<file path="src/rtl/lsu_pkg.sv">
// Shared encodings for the load/store sequencer: FSM states, rw_type bit positions,
// access size masks and small decode helpers.
package lsu_pkg;

  localparam logic [2:0] ST_IDLE   = 3'd0;
  localparam logic [2:0] ST_ISSUE0 = 3'd1;
  localparam logic [2:0] ST_WAIT0  = 3'd2;
  localparam logic [2:0] ST_ISSUE1 = 3'd3;
  localparam logic [2:0] ST_WAIT1  = 3'd4;
  localparam logic [2:0] ST_RESP   = 3'd5;

  localparam int RW_U = 3;
  localparam int RW_W = 2;
  localparam int RW_H = 1;
  localparam int RW_B = 0;

  localparam logic [3:0] SZ_B = 4'b0001;
  localparam logic [3:0] SZ_H = 4'b0011;
  localparam logic [3:0] SZ_W = 4'b1111;

  function automatic logic is_legal(input logic [2:0] t);
    return (t == 3'b100) || (t == 3'b010) || (t == 3'b001);
  endfunction

  function automatic logic [3:0] size_mask(input logic [2:0] t);
    logic [3:0] m;
    m = 4'b0000;
    if (t[RW_W]) m = SZ_W;
    else if (t[RW_H]) m = SZ_H;
    else if (t[RW_B]) m = SZ_B;
    else m = 4'b0000;
    return m;
  endfunction

  // An access needs two word beats when its bytes spill past the end of the word.
  function automatic logic crosses_word(input logic [2:0] t, input logic [1:0] a);
    return (t[RW_H] && (a == 2'd3)) || (t[RW_W] && (a != 2'd0));
  endfunction

  function automatic logic [31:0] be_to_mask(input logic [3:0] be);
    return {{8{be[3]}}, {8{be[2]}}, {8{be[1]}}, {8{be[0]}}};
  endfunction

endpackage

</file>
<file path="src/rtl/lsu_seq_lane_align.sv">
// lane_align: combinational byte-lane placement for stores and read-window
// extraction plus sign/zero extension for loads.
module lane_align
  import lsu_pkg::*;
(
  input  logic [1:0]  i_st_off,
  input  logic [3:0]  i_st_smask,
  input  logic [31:0] i_st_wdata,
  input  logic        i_st_hi,
  output logic [3:0]  o_st_be,
  output logic [31:0] o_st_wdata,
  input  logic [1:0]  i_ld_off,
  input  logic [3:0]  i_ld_smask,
  input  logic        i_ld_uns,
  input  logic [31:0] i_ld_rd0,
  input  logic [31:0] i_ld_rd1,
  output logic [31:0] o_ld_data
);

  logic [7:0]  w_lane;
  logic [63:0] w_wwin;
  logic [63:0] w_rwin;
  logic [31:0] w_raw;

  // Store side: 8-lane mask and 64-bit write window; i_st_hi picks the second beat's half.
  always_comb begin
    w_lane = {4'b0000, i_st_smask} << i_st_off;
    w_wwin = {32'h0000_0000, i_st_wdata} << {i_st_off, 3'b000};
    if (i_st_hi) begin
      o_st_be    = w_lane[7:4];
      o_st_wdata = w_wwin[63:32];
    end else begin
      o_st_be    = w_lane[3:0];
      o_st_wdata = w_wwin[31:0];
    end
  end

  // Load side: shift the two-word window down to the access offset, trim, then extend.
  always_comb begin
    w_rwin = {i_ld_rd1, i_ld_rd0} >> {i_ld_off, 3'b000};
    w_raw  = w_rwin[31:0] & be_to_mask(i_ld_smask);
    case (i_ld_smask)
      SZ_B:    o_ld_data = i_ld_uns ? w_raw : {{24{w_raw[7]}}, w_raw[7:0]};
      SZ_H:    o_ld_data = i_ld_uns ? w_raw : {{16{w_raw[15]}}, w_raw[15:0]};
      default: o_ld_data = w_raw;
    endcase
  end

endmodule

</file>
<file path="src/rtl/lsu_seq.sv">
// lsu_seq: load/store sequencer between the memory stage and a single-ported data RAM.
// Define LSU_MISALIGN_SPLIT_EN to split cross-word accesses into two beats; otherwise they fault.
module lsu_seq
  import lsu_pkg::*;
#(
  parameter int ADDR_W = 32,
  parameter int DATA_W = 32
) (
  input  logic              clk,
  input  logic              rst,
  input  logic              req_valid,
  output logic              req_ready,
  input  logic              req_we,
  input  logic [3:0]        req_type,
  input  logic [ADDR_W-1:0] req_addr,
  input  logic [DATA_W-1:0] req_wdata,
  output logic              resp_valid,
  output logic [DATA_W-1:0] resp_rdata,
  output logic              resp_err,
  output logic              mem_req,
  input  logic              mem_gnt,
  output logic [ADDR_W-3:0] mem_addr,
  output logic              mem_we,
  output logic [3:0]        mem_be,
  output logic [DATA_W-1:0] mem_wdata,
  input  logic              mem_rvalid,
  input  logic [DATA_W-1:0] mem_rdata
);

  logic [2:0]        r_state;
  logic [2:0]        w_next;
  logic              r_we;
  logic              r_uns;
  logic [3:0]        r_smask;
  logic [ADDR_W-1:0] r_addr;
  logic [DATA_W-1:0] r_wdata;
  logic [DATA_W-1:0] r_rd0;
`ifdef LSU_MISALIGN_SPLIT_EN
  logic              r_split;
`endif

  logic              r_resp_valid;
  logic              r_resp_err;
  logic [DATA_W-1:0] r_resp_rdata;
  logic              r_mem_req;
  logic              r_mem_we;
  logic [3:0]        r_mem_be;
  logic [ADDR_W-3:0] r_mem_addr;
  logic [DATA_W-1:0] r_mem_wdata;

  logic              w_idle;
  logic              w_acc;
  logic              w_in_legal;
  logic              w_in_cross;
  logic              w_in_err;
  logic [3:0]        w_in_smask;
  logic [1:0]        w_st_off;
  logic [3:0]        w_st_smask;
  logic [31:0]       w_st_wdata;
  logic [3:0]        w_st_be;
  logic [31:0]       w_st_wd;
  logic [31:0]       w_ld_rd0;
  logic [31:0]       w_ld_rd1;
  logic [31:0]       w_ld_data;

  assign req_ready  = w_idle & ~rst;
  assign resp_valid = r_resp_valid;
  assign resp_err   = r_resp_err;
  assign resp_rdata = r_resp_rdata;
  assign mem_req    = r_mem_req;
  assign mem_we     = r_mem_we;
  assign mem_be     = r_mem_be;
  assign mem_addr   = r_mem_addr;
  assign mem_wdata  = r_mem_wdata;

  // Request decode; in IDLE the lane logic looks at the live request so beat 0 registers on accept.
  always_comb begin
    w_idle     = (r_state == ST_IDLE);
    w_acc      = req_valid & req_ready;
    w_in_smask = size_mask(req_type[2:0]);
    w_in_legal = is_legal(req_type[2:0]);
    w_in_cross = crosses_word(req_type[2:0], req_addr[1:0]);
`ifdef LSU_MISALIGN_SPLIT_EN
    w_in_err   = ~w_in_legal;
`else
    w_in_err   = ~w_in_legal | w_in_cross;
`endif
    if (w_idle) begin
      w_st_off   = req_addr[1:0];
      w_st_smask = w_in_smask;
      w_st_wdata = req_wdata;
    end else begin
      w_st_off   = r_addr[1:0];
      w_st_smask = r_smask;
      w_st_wdata = r_wdata;
    end
    w_ld_rd0 = (r_state == ST_WAIT0) ? mem_rdata : r_rd0;
`ifdef LSU_MISALIGN_SPLIT_EN
    w_ld_rd1 = (r_state == ST_WAIT1) ? mem_rdata : 32'h0000_0000;
`else
    w_ld_rd1 = 32'h0000_0000;
`endif
  end

  lane_align u_lane_align (
    .i_st_off   (w_st_off),
    .i_st_smask (w_st_smask),
    .i_st_wdata (w_st_wdata),
    .i_st_hi    (r_state == ST_WAIT0),
    .o_st_be    (w_st_be),
    .o_st_wdata (w_st_wd),
    .i_ld_off   (r_addr[1:0]),
    .i_ld_smask (r_smask),
    .i_ld_uns   (r_uns),
    .i_ld_rd0   (w_ld_rd0),
    .i_ld_rd1   (w_ld_rd1),
    .o_ld_data  (w_ld_data)
  );

  // Next-state logic.
  always_comb begin
    w_next = r_state;
    case (r_state)
      ST_IDLE: begin
        if (w_acc) w_next = w_in_err ? ST_RESP : ST_ISSUE0;
        else w_next = ST_IDLE;
      end
      ST_ISSUE0: begin
        if (mem_gnt) w_next = ST_WAIT0;
        else w_next = ST_ISSUE0;
      end
      ST_WAIT0: begin
`ifdef LSU_MISALIGN_SPLIT_EN
        if (mem_rvalid) w_next = r_split ? ST_ISSUE1 : ST_RESP;
        else w_next = ST_WAIT0;
`else
        if (mem_rvalid) w_next = ST_RESP;
        else w_next = ST_WAIT0;
`endif
      end
`ifdef LSU_MISALIGN_SPLIT_EN
      ST_ISSUE1: begin
        if (mem_gnt) w_next = ST_WAIT1;
        else w_next = ST_ISSUE1;
      end
      ST_WAIT1: begin
        if (mem_rvalid) w_next = ST_RESP;
        else w_next = ST_WAIT1;
      end
`endif
      ST_RESP: w_next = ST_IDLE;
      default: w_next = ST_IDLE;
    endcase
  end

  // State, request capture, memory beat registers and the response pulse.
  always_ff @(posedge clk) begin
    if (rst) begin
      r_state      <= ST_IDLE;
      r_we         <= 1'b0;
      r_uns        <= 1'b0;
      r_smask      <= 4'b0000;
      r_addr       <= {ADDR_W{1'b0}};
      r_wdata      <= {DATA_W{1'b0}};
      r_rd0        <= {DATA_W{1'b0}};
`ifdef LSU_MISALIGN_SPLIT_EN
      r_split      <= 1'b0;
`endif
      r_resp_valid <= 1'b0;
      r_resp_err   <= 1'b0;
      r_resp_rdata <= {DATA_W{1'b0}};
      r_mem_req    <= 1'b0;
      r_mem_we     <= 1'b0;
      r_mem_be     <= 4'b0000;
      r_mem_addr   <= {(ADDR_W-2){1'b0}};
      r_mem_wdata  <= {DATA_W{1'b0}};
    end else begin
      r_state <= w_next;
      case (r_state)
        ST_IDLE: begin
          if (w_acc) begin
            r_we    <= req_we;
            r_uns   <= req_type[RW_U];
            r_smask <= w_in_smask;
            r_addr  <= req_addr;
            r_wdata <= req_wdata;
`ifdef LSU_MISALIGN_SPLIT_EN
            r_split <= w_in_cross;
`endif
            if (w_in_err) begin
              r_resp_valid <= 1'b1;
              r_resp_err   <= 1'b1;
              r_resp_rdata <= {DATA_W{1'b0}};
            end else begin
              r_mem_req   <= 1'b1;
              r_mem_addr  <= req_addr[ADDR_W-1:2];
              r_mem_we    <= req_we;
              r_mem_be    <= w_st_be;
              r_mem_wdata <= w_st_wd;
            end
          end
        end
        ST_ISSUE0: begin
          if (mem_gnt) r_mem_req <= 1'b0;
        end
        ST_WAIT0: begin
          if (mem_rvalid) begin
            r_rd0 <= mem_rdata;
`ifdef LSU_MISALIGN_SPLIT_EN
            if (r_split) begin
              // Second beat targets the next word; the 30-bit word address wraps naturally.
              r_mem_req   <= 1'b1;
              r_mem_addr  <= r_addr[ADDR_W-1:2] + {{(ADDR_W-3){1'b0}}, 1'b1};
              r_mem_be    <= w_st_be;
              r_mem_wdata <= w_st_wd;
            end else begin
              r_resp_valid <= 1'b1;
              r_resp_err   <= 1'b0;
              r_resp_rdata <= r_we ? {DATA_W{1'b0}} : w_ld_data;
            end
`else
            r_resp_valid <= 1'b1;
            r_resp_err   <= 1'b0;
            r_resp_rdata <= r_we ? {DATA_W{1'b0}} : w_ld_data;
`endif
          end
        end
`ifdef LSU_MISALIGN_SPLIT_EN
        ST_ISSUE1: begin
          if (mem_gnt) r_mem_req <= 1'b0;
        end
        ST_WAIT1: begin
          if (mem_rvalid) begin
            r_resp_valid <= 1'b1;
            r_resp_err   <= 1'b0;
            r_resp_rdata <= r_we ? {DATA_W{1'b0}} : w_ld_data;
          end
        end
`endif
        ST_RESP: begin
          r_resp_valid <= 1'b0;
          r_resp_err   <= 1'b0;
          r_resp_rdata <= {DATA_W{1'b0}};
        end
        default: begin
          r_resp_valid <= 1'b0;
        end
      endcase
    end
  end

endmodule

</file>
<file path="config.mk">
export PLATFORM = sky130hd
export DESIGN_NAME = lsu_seq
export DESIGN_NICKNAME = d
export VERILOG_FILES = /design/src/rtl/lsu_pkg.sv /design/src/rtl/lsu_seq_lane_align.sv /design/src/rtl/lsu_seq.sv
export SDC_FILE = /design/constraint.sdc
export NUM_CORES = 1
export LEC_CHECK = 0
export BUFFER_PORTS_ARGS = -buffer_cell sky130_fd_sc_hd__clkbuf_2
export CORE_ASPECT_RATIO = 0.9
export CORE_MARGIN = 2
export CORE_UTILIZATION = 30
export DETAILED_ROUTE_END_ITERATION = 16
export GPL_TIMING_DRIVEN = 0
export HOLD_SLACK_MARGIN = 0.1
export SYNTH_ARGS = -nofsm -noshare
export SYNTH_HDL_FRONTEND = slang
export SYNTH_HIERARCHICAL = 1
export SYNTH_SLANG_ARGS = --single-unit
export TNS_END_PERCENT = 100
</file>
<file path="constraint.sdc">
create_clock -name clk -period 3.8 [get_ports clk]
set_clock_uncertainty 0.1 [all_clocks]
set_input_delay 0.19 -clock clk [delete_from_list [all_inputs] [get_ports clk]]
set_output_delay 0.19 -clock clk [all_outputs]
set_load 0.01 [all_outputs]
</file>
---- Yosys cells after proc, flatten, opt, wreduce, memory -nomap -nowiden ----
Index checks and enable logic that the tools add are counted.
operators by class
  reductions and logical operators ........ 15
  shift-type cells ........................ 3
  muxes and demuxes ....................... 32
  bitwise logic cells ..................... 8
  equal/unequal tests ..................... 14
operator list
  kind                                                    count
  2-to-1 mux 32 bit                                       9
  one-hot mux 32 bit (3 select lines)                     1
  one-hot mux 32 bit (2 select lines)                     1
  left shift 32 x 5 -> 64 bit                             1
  bitwise AND 32 bit                                      1
  >> shifter 32 x 5 -> 32 bit                             1
  2-to-1 mux 4 bit                                        3
  AND reduction 4 bit                                     3
  2-to-1 mux 3 bit                                        3
  one-hot mux 3 bit (3 select lines)                      1
  2-to-1 mux 1 bit                                        8
  left shift 4 x 2 -> 8 bit                               1
  equality test 3 x 1 -> 1 bit (second input constant)    2
  equality test 3 x 2 -> 1 bit (second input constant)    2
  equality test 3 bit (second input constant)             2
  2-to-1 mux 2 bit                                        3
  inequality test 2 bit (second input constant)           3
  one-hot mux 1 bit (3 select lines)                      2
  equality test 4 x 1 -> 1 bit (second input constant)    1
  equality test 4 x 2 -> 1 bit (second input constant)    1
  inequality test 2 x 1 -> 1 bit (second input constant)  2
  NOT 1 bit                                               4
  AND reduction 2 bit                                     2
  nonzero test 2 bit                                      2
  other kinds (9)                                         13
word-level totals
  logic and storage cells ................. 87
  output and inout port bits .............. 103
  bits of input ports ..................... 106
  flip-flop bits (word level) ............. 177

---- Longest topological paths before layout ----
  word-level depth ........................ 9
  gate-level depth with buffers ........... 12
  depth with buffers taken out ............ 8

---- Modules after synthesis ----
The synthesis kept the hierarchy.
modules (own cells, without submodules)
  module      instances  cells an instance  area each (um^2)  seq. area each (um^2)
  lsu_seq     1          863                7678.6            3523.4
  lane_align  1          218                1954.4            0.0

---- Worst setup path after synthesis ----
No wires, ideal clock.
  path kind ............................... flip-flop to flip-flop
  from .................................... register r_state[0]
  to ...................................... register r_resp_rdata[15] (netlist: resp_rdata[15])
  library setup time ...................... 0.121 ns
  setup slack ............................. 1.077 ns
  cell stages (with the launch flop) ...... 13
  buffers on the path ..................... 4
  clock period less this slack ............ 2.723 ns
  data arrival time ....................... 2.502 ns
  data required time ...................... 3.579 ns
  cell sequence ........................... dfxtp_1 -> clkbuf_1 -> nor3b_1 -> buf_2 -> buf_1 -> mux2_2 -> mux2i_4 -> o22ai_2 -> and2_4 -> buf_6 -> or2_1 -> nand2_1 -> mux2i_1
on the way
  cells in the longest elaborated chain, start to end .. 9
  elaborated cells on any way between the ends .. 19
  those cells by class .................... eq/ne: 5; shift: 1; mux: 7; bitwise: 3; reduce/logical: 3
ends and longest elaborated chain
  item                                         line                                                RTL
  start, declared                              lsu_seq.sv:30                                       logic [2:0] r_state;
  start signal, assigned                       lsu_seq.sv:178                                      r_state <= w_next;
  equality test 3 x 2 -> 1 bit *               lsu_seq.sv:97                                       w_ld_rd0 = (r_state == ST_WAIT0) ? mem_rdata : r_rd0;
  2-to-1 mux 32 bit *                          lsu_seq.sv:97
  net w_ld_rd0[23]                             lsu_seq.sv:62                                       logic [31:0] w_ld_rd0;
  >> shifter 32 x 5 -> 32 bit *                lsu_seq_lane_align.sv:40                            w_rwin = {i_ld_rd1, i_ld_rd0} >> {i_ld_off, 3'b000};
  bitwise AND 32 bit *                         lsu_seq_lane_align.sv:41                            w_raw = w_rwin[31:0] & be_to_mask(i_ld_smask);
  2-to-1 mux 32 bit, on equally long branches  lsu_seq_lane_align.sv:44, lsu_seq_lane_align.sv:43
  one-hot mux 32 bit (2 select lines) *        lsu_seq_lane_align.sv:42                            case (i_ld_smask)
  net w_ld_data[15]                            lsu_seq.sv:64                                       logic [31:0] w_ld_data;
  2-to-1 mux 32 bit *                          lsu_seq.sv:224                                      r_resp_rdata <= r_we ? {DATA_W{1'b0}} : w_ld_data;
  2-to-1 mux 32 bit *                          lsu_seq.sv:207                                      if (mem_rvalid) begin
  one-hot mux 32 bit (3 select lines) *        lsu_seq.sv:179                                      case (r_state)
  end signal, assigned                         lsu_seq.sv:193                                      r_resp_rdata <= {DATA_W{1'b0}};
  end signal, assigned                         lsu_seq.sv:224
  end signal, assigned                         lsu_seq.sv:243                                      r_resp_rdata <= {DATA_W{1'b0}};
  end, declared                                lsu_seq.sv:44                                       logic [DATA_W-1:0] r_resp_rdata;
Mark *: on every way through the listed nets, which the timed path passes. The rest lies on a longest branch. The select of a mux whose other input is x is not followed.
A chain may end at the register's enable or synchronous reset.

---- Final worst setup path ----
  from .................................... register r_state[0]
  to ...................................... register r_resp_rdata[23] (netlist: resp_rdata[23])
Same word-level chain as after synthesis.

==> out/qor.yml <==
track_usage: 0.1848
crit_path_end_kind: "flip-flop"
fp.dieW_um: 192.9
fin_crit_sh: 0.8903
overflow: 0
syn_area_mm2: 0.009633
drv_cap: 0
seq_area_mm2: 0.003523
cts_tree: "built"
critPathMaxFanout: 13
ant_nets: 0
dpl.hpwl_um: 23350
htreeDepth: 4
syn_inst: 1081
ys_types: 58
cts.sink_count: 176
port_buffers: 207
critical_path_class: "reg2reg"
tightest_slew_ns: 0.7915
cts_root_buffer: "clkbuf_16"
synthTopCellsByArea: "dfxtp_1, nand2_1, mux2_2"
drt_iter0_drc: 463
rsz0062_at_grt: "false"
drc_errors: 0
numCtsBuffers: 17
async_flop_share: 0
cp.arrival_ns: 3.60
nets: 1564
synth_area_leader_cell: "dfxtp_1"
firstDrtPassIters: 5
multiInputGateArea_mm2: 0.005816
grt_max_degree: 18
setup_viol: 0
grt_pass1_wl_um: 47410
die_h_um: 174.0
ys_ff_latch: 176
final.min_clock_period_ns: 3.383
nFillCells: 3169
final_area_mm2: 0.01299
outcome: "finished clean"
io_pins: 209
crit_required_ns: 4.02
clock_latency_ns: 0.45
post_drt_wl_per_cell_um: 16.45
start_util: 0.3036
peakVddDrop_uv: 350.2
via_per_inst: 4.711
finalHoldViolCount: 0
ys_seq_area_frac: 0.3658
core_mm2: 0.03173
area_growth_pct: 34.89
power_leakage_uw: 0.005985
yosys-top-cells-count: "nand2_1, dfxtp_1, mux2_2"
yosys.area.top_type_share: 0.3658
place_congestion: 0.8423
synth_area_per_cell_um2: 8.911
die_area_mm2: 0.03356
fmax_mhz: 295.6
grt_antenna_before_repair: 1
clock_path_buffers: 2
powerDensity_mw_per_mm2: 363.5
yosys_warnings: 6
hold_class: "in2reg"
setup_tns_ns: 0
core.rowCount: 62
final_layout_size_suffix_gt1_frac: 0.2658
drv_slew: 0
path_clk_slew_ns: 0.07
finalWirelength_um: 31060
place_area_mm2: 0.01136
num_vias: 8894
slew-limit-headroom: 0.4723
grt_pass1_vias: 8866
yosysMostFrequentCell: "nand2_1"
cts_resized: 0
synth_edf_count: 0
synth_top_flop_cell: "dfxtp_1"
cp-start-kind: "flip-flop"
[what timing repair did]
action | in CTS | in global routing
hold buffers | 105 | 0
hold endpoints to repair | 105 | 0
endpoints found under the setup margin | 0 | 0
buffers inserted | 0 | 0
[cell type report]
cell class / instances / area share
Tap cell: 416 / 0.04006
Clock buffer: 20 / 0.03592
Buffer: 87 / 0.03505
Sequential cell: 176 / 0.2712
Multi-Input combinational cell: 861 / 0.4476
Clock inverter: 12 / 0.008570
Timing Repair Buffer: 312 / 0.1606
Antenna cell: 1 / 0.0001926
Inverter: 3 / 0.0008666
[cell families (layout without fill, tap and decap cells)]
logic type / after synthesis / count (layout) / share of synthesized area
flops: 176 / 176 / 0.3658
other cells: 1 / 48 / 0.0003893
simple gates: 517 / 517 / 0.2607
compound gates: 105 / 105 / 0.07313
buf+inv: 90 / 434 / 0.04845
mux: 192 / 192 / 0.2516
[final timing paths]
kind	from	end	slack [ns]	depth (start not counted)
worst min-delay path	req_valid	r_wdata[3]	0.16	4
worst min register to register	r_rd0[13]	r_rd0[13]	0.35	2
worst max-delay path	r_state[0]	resp_rdata[23]	0.42	11
worst max register to register	r_state[0]	resp_rdata[23]	0.42	11
[cell usage in the layout (no fill, tap or decap), drive strengths merged, types with 2 or more instances in the layout]
cell type / count
o2bb2ai: 8
a21o: 7
clkinv: 3
a21oi: 36
or2b: 2
dfxtp: 176
nor4b: 2
inv: 11
nand3b: 39
o21ai: 16
nor3b: 5
a211oi: 12
nor2: 12
mux2i: 65
nor3: 3
or3b: 3
conb: 47
mux2: 99
nand2b: 36
and2: 19
nand2: 322
mux4: 28
dlygate4sd3: 105
or2: 2
a22o: 9
o22ai: 11
nor2b: 68
clkbuf: 281
buf: 33
[stage by stage]
step	power, µW	cells	hold WS, ns	setup WS, ns	util
global placement	2890	1750	0.2946	0.4843	0.3581
CTS	4757	1887	0.1417	0.4612	0.4095
finish	4723	1888	0.1615	0.4169	0.4095
floorplan	2593	1127	0.1890	1.077	-
detailed placement	2902	1750	0.2942	0.4886	0.3581
global route	4931	1888	0.1707	0.09959	0.4095
[routing by layer]
layer	up-vias	GRT usage	part of all wire
li1	4367	-	-
met1	4223	0.2335	0.44
met2	269	0.3130	0.48
met3	35	0.04240	0.060
met4	0	0.05216	0.020
met5	-	0	0
[critical path: stages, from the launching register on]
cell      delay [ns]
dfxtp_1         0.30
clkbuf_1        0.21
nor3b_1         0.21
buf_2           0.25
buf_1           0.63
mux2_2          0.46
mux2i_4         0.20
o22ai_2         0.13
o21ai_2         0.33
o21ai_0         0.23
nand2_1         0.13
mux2i_1         0.08
[registers in the layout (all words and copies together) (netlist names)]
signal and count:
resp_rdata 32, resp_valid 1, r_addr 2, r_uns 1, mem_be 4, mem_req 1, mem_wdata 32, r_wdata 32
r_rd0 32, r_state 3, resp_err 1, mem_addr 30, r_smask 3, mem_we 1, r_we 1
[power breakdown]
group	internal [µW]	switching [µW]	total [µW]
Sequential	1930	46.6	1980
Combinational	445	532	977
Clock	919	850	1770
No activity file was read; power rests on OpenSTA's default activity.
